$ cat config.mk
export PLATFORM = sky130hd
export DESIGN_NAME = multitap_sms_n_flat
export DESIGN_NICKNAME = d
export VERILOG_FILES = /design/src/rtl/multitap_sms_n_pkg.sv /design/src/rtl/multitap_sms_n_if.sv /design/src/rtl/multitap_sms_n_th_filter.sv /design/src/rtl/multitap_sms_n.sv /design/src/flat_wrapper.sv
export SDC_FILE = /design/constraint.sdc
export NUM_CORES = 1
export LEC_CHECK = 0
export BUFFER_PORTS_ARGS = -buffer_cell sky130_fd_sc_hd__buf_4
export CORE_MARGIN = 2
export CORE_UTILIZATION = 50
export DETAILED_ROUTE_END_ITERATION = 8
export GPL_TIMING_DRIVEN = 0
export HOLD_SLACK_MARGIN = 0.12
export PLACE_DENSITY_LB_ADDON = 0.12
export SLEW_MARGIN = 20
export SYNTH_ARGS = -nofsm -noshare
export SYNTH_HDL_FRONTEND = slang
export SYNTH_HIERARCHICAL = 1
export SYNTH_SLANG_ARGS = --single-unit
$ cat constraint.sdc
create_clock -name clk -period 2.13 [get_ports clk]
set_input_delay 0.426 -clock clk [delete_from_list [all_inputs] [get_ports clk]]
set_output_delay 0.426 -clock clk [all_outputs]
set_load 0.05 [all_outputs]
$ cat src/rtl/multitap_sms_n_pkg.sv
// Shared types and constants for the SMS multitap.
// Optional TH filter is enabled with MULTITAP_TH_FILTER_EN.
package multitap_pkg;
   localparam int PAD_W           = 6;
   localparam int PORT_W          = 7;
   localparam int TH_BIT          = 6;
   localparam int TMR_W           = 24;
   localparam int TMR_MAX_DEFAULT = 57000 * 15;

   typedef struct packed {
      logic b;
      logic a;
      logic right;
      logic left;
      logic down;
      logic up;
   } pad_t;

   typedef enum logic {
      ST_SCAN    = 1'b0,
      ST_TIMEOUT = 1'b1
   } state_t;

   // Host-driven bits pass through; device bits carry active-low buttons with TH read as 1.
   function automatic logic [PORT_W-1:0] resolve_port(
      input logic [PORT_W-1:0] port_in,
      input logic [PORT_W-1:0] port_dir,
      input pad_t              sel
   );
      return (~port_dir & port_in) | (port_dir & {1'b1, ~sel});
   endfunction
endpackage

$ cat src/rtl/multitap_sms_n_if.sv
// Pad and port bundle between the controller block / host port and the multitap.
interface multitap_sms_n_if #(
   parameter int NUM_PADS = 4
) ();
   import multitap_pkg::*;
   localparam int IDX_W = $clog2(NUM_PADS);

   logic [PAD_W*NUM_PADS-1:0] pad_in;
   logic [NUM_PADS-1:0]       pad_present;
   logic [PORT_W-1:0]         port_in;
   logic [PORT_W-1:0]         port_dir;
   logic [PORT_W-1:0]         port_out;
   logic [IDX_W-1:0]          pad_idx;
   logic                      timeout;

   modport master (
      output pad_in, pad_present, port_in, port_dir,
      input  port_out, pad_idx, timeout
   );

   modport slave (
      input  pad_in, pad_present, port_in, port_dir,
      output port_out, pad_idx, timeout
   );
endinterface

$ cat src/rtl/multitap_sms_n_th_filter.sv
// TH glitch filter: output follows input only after FILT_LEN consecutive differing clocks.
// Built only when MULTITAP_TH_FILTER_EN is defined.
`ifdef MULTITAP_TH_FILTER_EN
module multitap_th_filter #(
   parameter int FILT_LEN = 4
) (
   input  logic clk,
   input  logic reset_n,
   input  logic d,
   output logic q
);
   localparam int CNT_W = $clog2(FILT_LEN + 1);

   logic             q_q, q_d;
   logic [CNT_W-1:0] cnt_q, cnt_d;

   always_ff @(posedge clk or negedge reset_n) begin
      if (!reset_n) begin
         q_q   <= 1'b1;
         cnt_q <= '0;
      end else begin
         q_q   <= q_d;
         cnt_q <= cnt_d;
      end
   end

   // Any sample matching the current output restarts the stability count.
   always_comb begin
      q_d   = q_q;
      cnt_d = '0;
      if (d != q_q) begin
         if (cnt_q == CNT_W'(FILT_LEN - 1)) begin
            q_d = d;
         end else begin
            cnt_d = cnt_q + CNT_W'(1);
         end
      end
   end

   assign q = q_q;
endmodule
`endif

$ cat src/rtl/multitap_sms_n.sv
// SMS-style multitap: TH falling edges step through NUM_PADS pads, TH idle high times out to pad 0.
// MULTITAP_TH_FILTER_EN inserts a FILT_LEN-clock TH filter ahead of the edge detector.
module multitap_sms_n
   import multitap_pkg::*;
#(
   parameter int NUM_PADS = 4,
   parameter int TMR_MAX  = TMR_MAX_DEFAULT,
   parameter int FILT_LEN = 4
) (
   input  logic             clk,
   input  logic             reset_n,
   multitap_sms_n_if.slave  bus
);
   localparam int                 IDX_W     = $clog2(NUM_PADS);
   localparam logic [IDX_W-1:0]   IDX_LAST  = IDX_W'(NUM_PADS - 1);
   localparam logic [TMR_W-1:0]   TMR_MAX_C = TMR_W'(TMR_MAX);

   if (NUM_PADS < 2 || NUM_PADS > 8 || FILT_LEN < 1) begin : g_bad_param
      $error("multitap_sms_n: NUM_PADS must be 2..8 and FILT_LEN >= 1");
   end

   state_t           state_q, state_d;
   logic [IDX_W-1:0] idx_q, idx_d;
   logic [TMR_W-1:0] tmr_q, tmr_d;
   logic             th_q, th_d;
   logic             th;
   logic             th_f;
   logic             fe;
   pad_t             sel;
   pad_t             pads [NUM_PADS];

   // An undriven TH line floats high.
   assign th = bus.port_dir[TH_BIT] | bus.port_in[TH_BIT];

`ifdef MULTITAP_TH_FILTER_EN
   multitap_th_filter #(
      .FILT_LEN (FILT_LEN)
   ) u_th_filter (
      .clk     (clk),
      .reset_n (reset_n),
      .d       (th),
      .q       (th_f)
   );
`else
   assign th_f = th;
`endif

   always_ff @(posedge clk or negedge reset_n) begin
      if (!reset_n) begin
         state_q <= ST_TIMEOUT;
         idx_q   <= '0;
         tmr_q   <= '0;
         th_q    <= 1'b1;
      end else begin
         state_q <= state_d;
         idx_q   <= idx_d;
         tmr_q   <= tmr_d;
         th_q    <= th_d;
      end
   end

   // A falling edge always takes priority over an expiring timer.
   always_comb begin
      state_d = state_q;
      idx_d   = idx_q;
      tmr_d   = tmr_q;
      th_d    = th_f;
      fe      = th_q & ~th_f;

      if (fe) begin
         tmr_d = '0;
      end else if (th_f && (tmr_q != TMR_MAX_C)) begin
         tmr_d = tmr_q + TMR_W'(1);
      end

      case (state_q)
         ST_SCAN: begin
            if (fe) begin
               idx_d = (idx_q == IDX_LAST) ? '0 : idx_q + IDX_W'(1);
            end else if (th_f && (tmr_q == TMR_MAX_C)) begin
               state_d = ST_TIMEOUT;
               idx_d   = '0;
            end
         end
         ST_TIMEOUT: begin
            if (fe) begin
               state_d = ST_SCAN;
               idx_d   = '0;
            end
         end
         default: begin
            state_d = ST_TIMEOUT;
            idx_d   = '0;
         end
      endcase
   end

   for (genvar gi = 0; gi < NUM_PADS; gi++) begin : g_pad
      assign pads[gi] = bus.pad_present[gi] ? pad_t'(bus.pad_in[PAD_W*gi +: PAD_W]) : pad_t'('0);
   end

   assign sel          = pads[idx_q];
   assign bus.port_out = resolve_port(bus.port_in, bus.port_dir, sel);
   assign bus.pad_idx  = idx_q;
   assign bus.timeout  = (state_q == ST_TIMEOUT);
endmodule

$ cat src/flat_wrapper.sv
// flat-port wrapper written by rule: the top's interface ports become plain ports
module multitap_sms_n_flat import multitap_pkg::*;
#(
   parameter int NUM_PADS = 4,
   parameter int TMR_MAX  = TMR_MAX_DEFAULT,
   parameter int FILT_LEN = 4
)
  (clk, reset_n, bus_pad_in, bus_pad_present, bus_port_in, bus_port_dir, bus_port_out, bus_pad_idx, bus_timeout);
  multitap_sms_n_if #(.NUM_PADS(NUM_PADS)) bus_i ();
  input  logic clk;
  input  logic reset_n;
  input wire logic [$bits(bus_i.pad_in)-1:0] bus_pad_in;
  input wire logic [$bits(bus_i.pad_present)-1:0] bus_pad_present;
  input wire logic [$bits(bus_i.port_in)-1:0] bus_port_in;
  input wire logic [$bits(bus_i.port_dir)-1:0] bus_port_dir;
  output wire logic [$bits(bus_i.port_out)-1:0] bus_port_out;
  output wire logic [$bits(bus_i.pad_idx)-1:0] bus_pad_idx;
  output wire logic [$bits(bus_i.timeout)-1:0] bus_timeout;
  assign bus_i.pad_in = bus_pad_in;
  assign bus_i.pad_present = bus_pad_present;
  assign bus_i.port_in = bus_port_in;
  assign bus_i.port_dir = bus_port_dir;
  assign bus_port_out = bus_i.port_out;
  assign bus_pad_idx = bus_i.pad_idx;
  assign bus_timeout = bus_i.timeout;
  multitap_sms_n #(.NUM_PADS(NUM_PADS), .TMR_MAX(TMR_MAX), .FILT_LEN(FILT_LEN)) u_core (.clk(clk), .reset_n(reset_n), .bus(bus_i));
endmodule
Yosys cells after proc, flatten, opt, wreduce, memory -nomap -nowiden
Index checks and enable logic that the tools add are counted.
{ "totals": {"ff_bits": 28, "in_bits": 44, "out_inout_bits": 10, "elab_cells": 44} }
{ "classes": {"addsub": 2, "magnitude_cmp": 1, "n_eq_ne": 5, "mux": 18, "bitwise": 10, "reduce_logical": 4} }
{ "op_table": {"columns": ["cell", "count"], "rows": [
  ["$mux W24", 2],
  ["$mux W6", 6],
  ["$add A24 B1 Y24 const B", 1],
  ["$eq A24 B20 Y1 const B", 1],
  ["$ne A24 B20 Y1 const B", 1],
  ["$and A7 B7 Y7", 2],
  ["$bmux W6 S2", 1],
  ["$mux W2", 4],
  ["$not A7 Y7", 1],
  ["$or A7 B7 Y7", 1],
  ["$not A6 Y6", 1],
  ["$pmux W2 S2", 1],
  ["$ge A3 B3 Y1 const B", 1],
  ["$mux W1", 3],
  ["$ne A3 B1 Y1 const B", 1],
  ["$not A2 Y3", 1],
  ["$add A2 B1 Y2 const B", 1],
  ["$eq A2 B2 Y1 const B", 1],
  ["$logic_and A1 B1 Y1", 2],
  ["$ne A2 B2 Y1 const B", 1],
  ["$not A1 Y1", 2],
  ["$pmux W1 S2", 1],
  ["$reduce_and A2 Y1", 1],
  ["$reduce_bool A2 Y1", 1],
  ["2 further kinds", 2]
]} }

Depth between registers and ports, before layout
{ "depth": {"ltp_word": 7, "depth_mapped": 6, "mapped_depth_nobuf": 6} }

Least setup slack after synthesis
OpenSTA, ideal clock, no wires.
{ "synth_path": {"path_kind": "register to output", "from": "register u_core.idx_q[0] (netlist: u_core/bus.pad_idx[0])", "to": "output bus_port_out[0]", "t_arrival_ns": 2.013, "required_time_ns": 1.704, "setup_slack_ns": -0.309, "stages_incl_launch_ff": 5, "n_path_buf": 0, "cell_sequence": "dfrtp_1 and2_1 a221oi_1 a21oi_1 a21oi_1"} }
{ "synth_between": {"elab_chain_cells": 7} }
{ "synth_lines": {"columns": ["item", "line", "rtl"], "rows": [
  ["start: declaration", "multitap_sms_n.sv:23", "logic [IDX_W-1:0] idx_q, idx_d;"],
  ["start signal: assignment", "multitap_sms_n.sv:56", "idx_q <= idx_d;"],
  ["$not A2 Y3 (implied by the code)", "multitap_sms_n.sv:102", "assign sel = pads[idx_q];"],
  ["$bmux W6 S2", "multitap_sms_n.sv:102", null],
  ["$mux W6 (implied by the code) (2 in series)", "multitap_sms_n.sv:102", null],
  ["$not A6 Y6", "multitap_sms_n_pkg.sv:30", "return (~port_dir & port_in) | (port_dir & {1'b1, ~sel});"],
  ["$and A7 B7 Y7", "multitap_sms_n_pkg.sv:30", null],
  ["$or A7 B7 Y7", "multitap_sms_n_pkg.sv:30", null],
  ["end: declaration", "flat_wrapper.sv:16", "output wire logic [$bits(bus_i.port_out)-1:0] bus_port_out;"]
]} }
Every way passes these cells. The select of a mux whose other input is x is not followed.

Worst setup path after layout
{ "layout_path": {"from": "register u_core.idx_q[0] (netlist: u_core/bus.pad_idx[0])", "to": "output bus_port_out[1]"} }
Same word-level chain as after synthesis.

==> flow_metrics.py <==
metrics = {
    "synth": {
        "ys_seq_elements": 28,
        "synth_compound_area_share_pct": 17.2,
        "synth_area_um2": 1710,
        "synth-simple-area-share_pct": 26.6,
        "synth_fa_ha_area_share_pct": 2.20,
        "synth_top_family_by_area": "simple AND/OR/NAND/NOR gates",
        "synthXorXnorAreaFrac_pct": 8.73,
        "synth_area_per_cell_um2": 8.79,
        "synth_nets": 241,
        "synth_cell_types": 42,
        "synth-seq-area-share_pct": 41.2,
        "synthArstFlopShare_pct": 100,
        "synth-warning-count": 6,
        "synth_mux_area_share_pct": 0.587,
        "synth_ff_type": "dfrtp_1",
        "synth-edff-count": 0,
        "synth_cells": 194,
    },
    "outcome": {
        "status": "complete, no violations",
    },
    "floorplanning": {
        "die-area_um2": 3890,
        "die_h_um": 62.4,
        "initial_core_util_pct": 51.5,
        "ios": 54,
        "die_w_um": 62.4,
        "design.core.area_um2": 3310,
        "rows": 21,
    },
    "placed_design": {
        "routabilityCongestion": 0.846,
        "hpwl_mm": 3.30,
        "io_buffer_count": 53,
    },
    "finish": {
        "fin_util_pct": 72.8,
        "fillers": 257,
        "area_delta_synth_final_pct": 41.2,
        "diodes": 0,
        "fin_nets": 301,
        "drive_gt1_share_pct": 35.6,
    },
    "power_and_ir_drop": {
        "p_switching_w": 0.000750,
        "p_int_w": 0.00116,
        "clockPowerShare_pct": 17.7,
        "leakage_nw": 1.07,
        "powerDensity_nw_per_um2": 795,
        "pwr-share-comb_pct": 47.6,
        "power_frac_seq_pct": 34.7,
        "ir_drop_uv": 650,
        "switching_share_pct": 39.2,
    },
    "clock_tree": {
        "cts_buffer_depth": 2,
        "path_clk_slew_ns": 0.14,
        "cts_buffers": 3,
        "ctsRootBufferMaster": "clkbuf_4",
        "numClockSinks": 28,
        "cts_tree": "done",
        "cts_max_level": 1,
        "clock_latency_ns": 0.32,
    },
    "setup_path": {
        "r2r_slack_ns": 0.10,
        "r2r_start": "u_core/tmr_q[14]$_DFFE_PN0P_",
        "crit_required_ns": 1.70,
        "critPathCaptureType": "output pin",
        "start_kind": "register",
        "r2r.worst_path.cells": 5,
        "crit_arrival_ns": 1.70,
        "r2r-end": "u_core/tmr_q[2]$_DFFE_PN0P_",
        "worstPathMaxFanout": 7,
        "criticalPathCategory": "reg2out",
    },
    "timing": {
        "rsz0062_at_grt": "true",
        "clock.fmax_ghz": 0.471,
        "tightest_slew_ns": 0.640,
        "hold_violations": 0,
        "fin_crit_ns": 2.12,
        "drv_slew": 0,
        "setup_viol": 0,
        "fin_skew_ns": 0.0117,
        "relSlewSlack_pct": 57.2,
        "hold_ws_ns": 0.495,
        "period_share_pct": 99.6,
    },
    "worst_hold_path": {
        "hold_path_depth": 4,
        "hold_start": "bus_port_dir[6]",
        "hp-class": "in2reg",
        "hold_end": "u_core/th_q$_DFF_PN1_",
    },
    "drt": {
        "postRouteAntennaNets": 0,
        "vias_per_cell": 5.72,
        "drc": 0,
        "drt-wirelength-per-cell_um": 15.3,
        "drtIter0Drc": 94,
        "routed_wl_mm": 4.57,
        "num_vias": 1711,
        "first_pass_iters": 4,
    },
    "grt": {
        "grt-ovfl-total": 0,
        "grt_antenna_before_repair": 0,
        "grt_pass1_wl_mm": 7.67,
        "grt_max_degree": 29,
        "grtUsageTotal_pct": 24.0,
        "grt_pass1_vias": 1626,
    },
    "job": {
        "drv_cap": 0,
    },
}
cell families (layout without fill, tap and decap cells):
group | after synthesis | in the layout
flip-flops | 28 | 28
buffers and inverters | 12 | 71
AO/OA/AOI/OAI | 44 | 44
XOR/XNOR | 17 | 17
AND/OR/NAND/NOR | 89 | 89
multiplexers | 1 | 1
adder cells (fa/ha/maj) | 3 | 3
synth_stat cells (2+ instances only):
| cell | n | area [µm²] |
|---|---|---|
| o21ai_0 | 5 | 25.0 |
| nand2_1 | 12 | 45.0 |
| clkbuf_1 | 4 | 15.0 |
| nor2_1 | 36 | 135 |
| nor4_1 | 4 | 25.0 |
| and4_1 | 3 | 26.3 |
| nor2b_1 | 2 | 12.5 |
| a31oi_1 | 2 | 12.5 |
| ha_1 | 3 | 37.5 |
| nor4b_1 | 2 | 17.5 |
| inv_1 | 6 | 22.5 |
| nor3_1 | 2 | 10.0 |
| a32oi_1 | 5 | 43.8 |
| dfstp_2 | 2 | 52.6 |
| nand3_1 | 7 | 35.0 |
| dfrtp_1 | 26 | 651 |
| and3_1 | 4 | 25.0 |
| xnor2_1 | 8 | 70.1 |
| o22ai_1 | 2 | 12.5 |
| xor2_1 | 9 | 78.8 |
| nand4_1 | 6 | 37.5 |
| a21oi_1 | 17 | 85.1 |
| and2_1 | 2 | 12.5 |
| or3_1 | 3 | 18.8 |
| a221oi_1 | 5 | 43.8 |
worst max path at each step:
| stage | start | end | slack [ns] | cells after the start |
|---|---|---|---|---|
| after detailed placement | bus_port_in[6] | u_core/tmr_q[17]$_DFFE_PN0P_ | 0.08 | 6 |
| after floorplan | u_core/bus.pad_idx[0]$_DFFE_PN0P_ | bus_port_out[0] | -0.02 | 4 |
| after global routing | u_core/bus.pad_idx[0]$_DFFE_PN0P_ | bus_port_out[3] | -0.05 | 5 |
| final | u_core/bus.pad_idx[0]$_DFFE_PN0P_ | bus_port_out[1] | 0.008 | 5 |
| after CTS | u_core/bus.pad_idx[0]$_DFFE_PN0P_ | bus_port_out[2] | 0.001 | 5 |
| after global placement | u_core/bus.pad_idx[0]$_DFFE_PN0P_ | bus_port_out[1] | 0.11 | 5 |
cells in the final DEF, fill, tap and decap left out, types with 3 or more instances in the layout:
cell	count
nor2_1	36
nor4_1	4
o21ai_0	5
a32oi_2	3
a21oi_1	7
nand2_1	12
a21oi_2	6
nand3_1	7
buf_6	6
a21oi_4	4
and3_1	4
and4_1	3
buf_4	50
ha_1	3
nand4_1	6
a221oi_2	4
or3_1	3
xnor2_1	8
inv_1	6
xor2_1	9
dfrtp_1	24
clkbuf_4	4
worst max-delay path, stage by stage (launching register included):
cell	delay [ns]
dfrtp_2	0.50
nor2b_2	0.29
a32oi_1	0.12
a21oi_2	0.24
a21oi_4	0.07
buf_6	0.15
power by group through the flow:
| stage | logic (W) | registers [W] | clock network (W) |
|---|---|---|---|
| 6_report | 0.000910 | 0.000664 | 0.000340 |
| 5_1_grt | 0.000970 | 0.000674 | 0.000367 |
| 4_1_cts | 0.000866 | 0.000661 | 0.000355 |
| 3_5_place_dp | 0.000777 | 0.000662 | 0 |
| 3_3_place_gp | 0.000763 | 0.000662 | 0 |
| 2_1_floorplan | 0.000493 | 0.000699 | 0 |
layout make-up:
type / count / area (µm²) / share of cell area (%)
tap: 46 / 57.6 / 2.39
multi-input combinational: 154 / 1090 / 45.2
clock inverter: 1 / 30.0 / 1.25
sequential: 28 / 706 / 29.3
clock buffer: 3 / 22.5 / 0.935
timing repair buffer: 55 / 438 / 18.2
inverter: 6 / 22.5 / 0.935
buffer: 6 / 43.8 / 1.82
layer usage:
layer  up-vias  wire, µm  track usage, %
met3         2       292            3.24
li1        831         -               -
met1       807      2020            32.7
met2        71      2230            41.7
met4         0        21            4.17
met5         -         0               0
state kept, by name, indices dropped and copies added (netlist names):
register,count
u_core/tmr_q,24
u_core/th_q,1
u_core/bus.timeout,1
u_core/bus.pad_idx,2
per-stage QoR:
step	power, W	instance area (µm²)	worst slack [ns]	instances	setup TNS [ns]
global route	0.00201	2410	-0.0487	299	-0.237
CTS	0.00188	2360	0.00135	298	0
finish	0.00191	2410	0.00832	299	0
global placement	0.00142	2210	0.106	293	0
detailed placement	0.00144	2210	0.0751	293	0
floorplan	0.00119	1760	-0.0219	194	-0.0219
repair_timing:
action / 4_1_cts / 5_1_grt
endpoints found under the setup margin: 6 / 6
resized for setup: 24 / 7
hold endpoints to repair: 26 / 0
setup buffers: 0 / 1
hold buffers: 1 / 0
pin swaps: 7 / 5
Power figures use the tool's default switching activity.
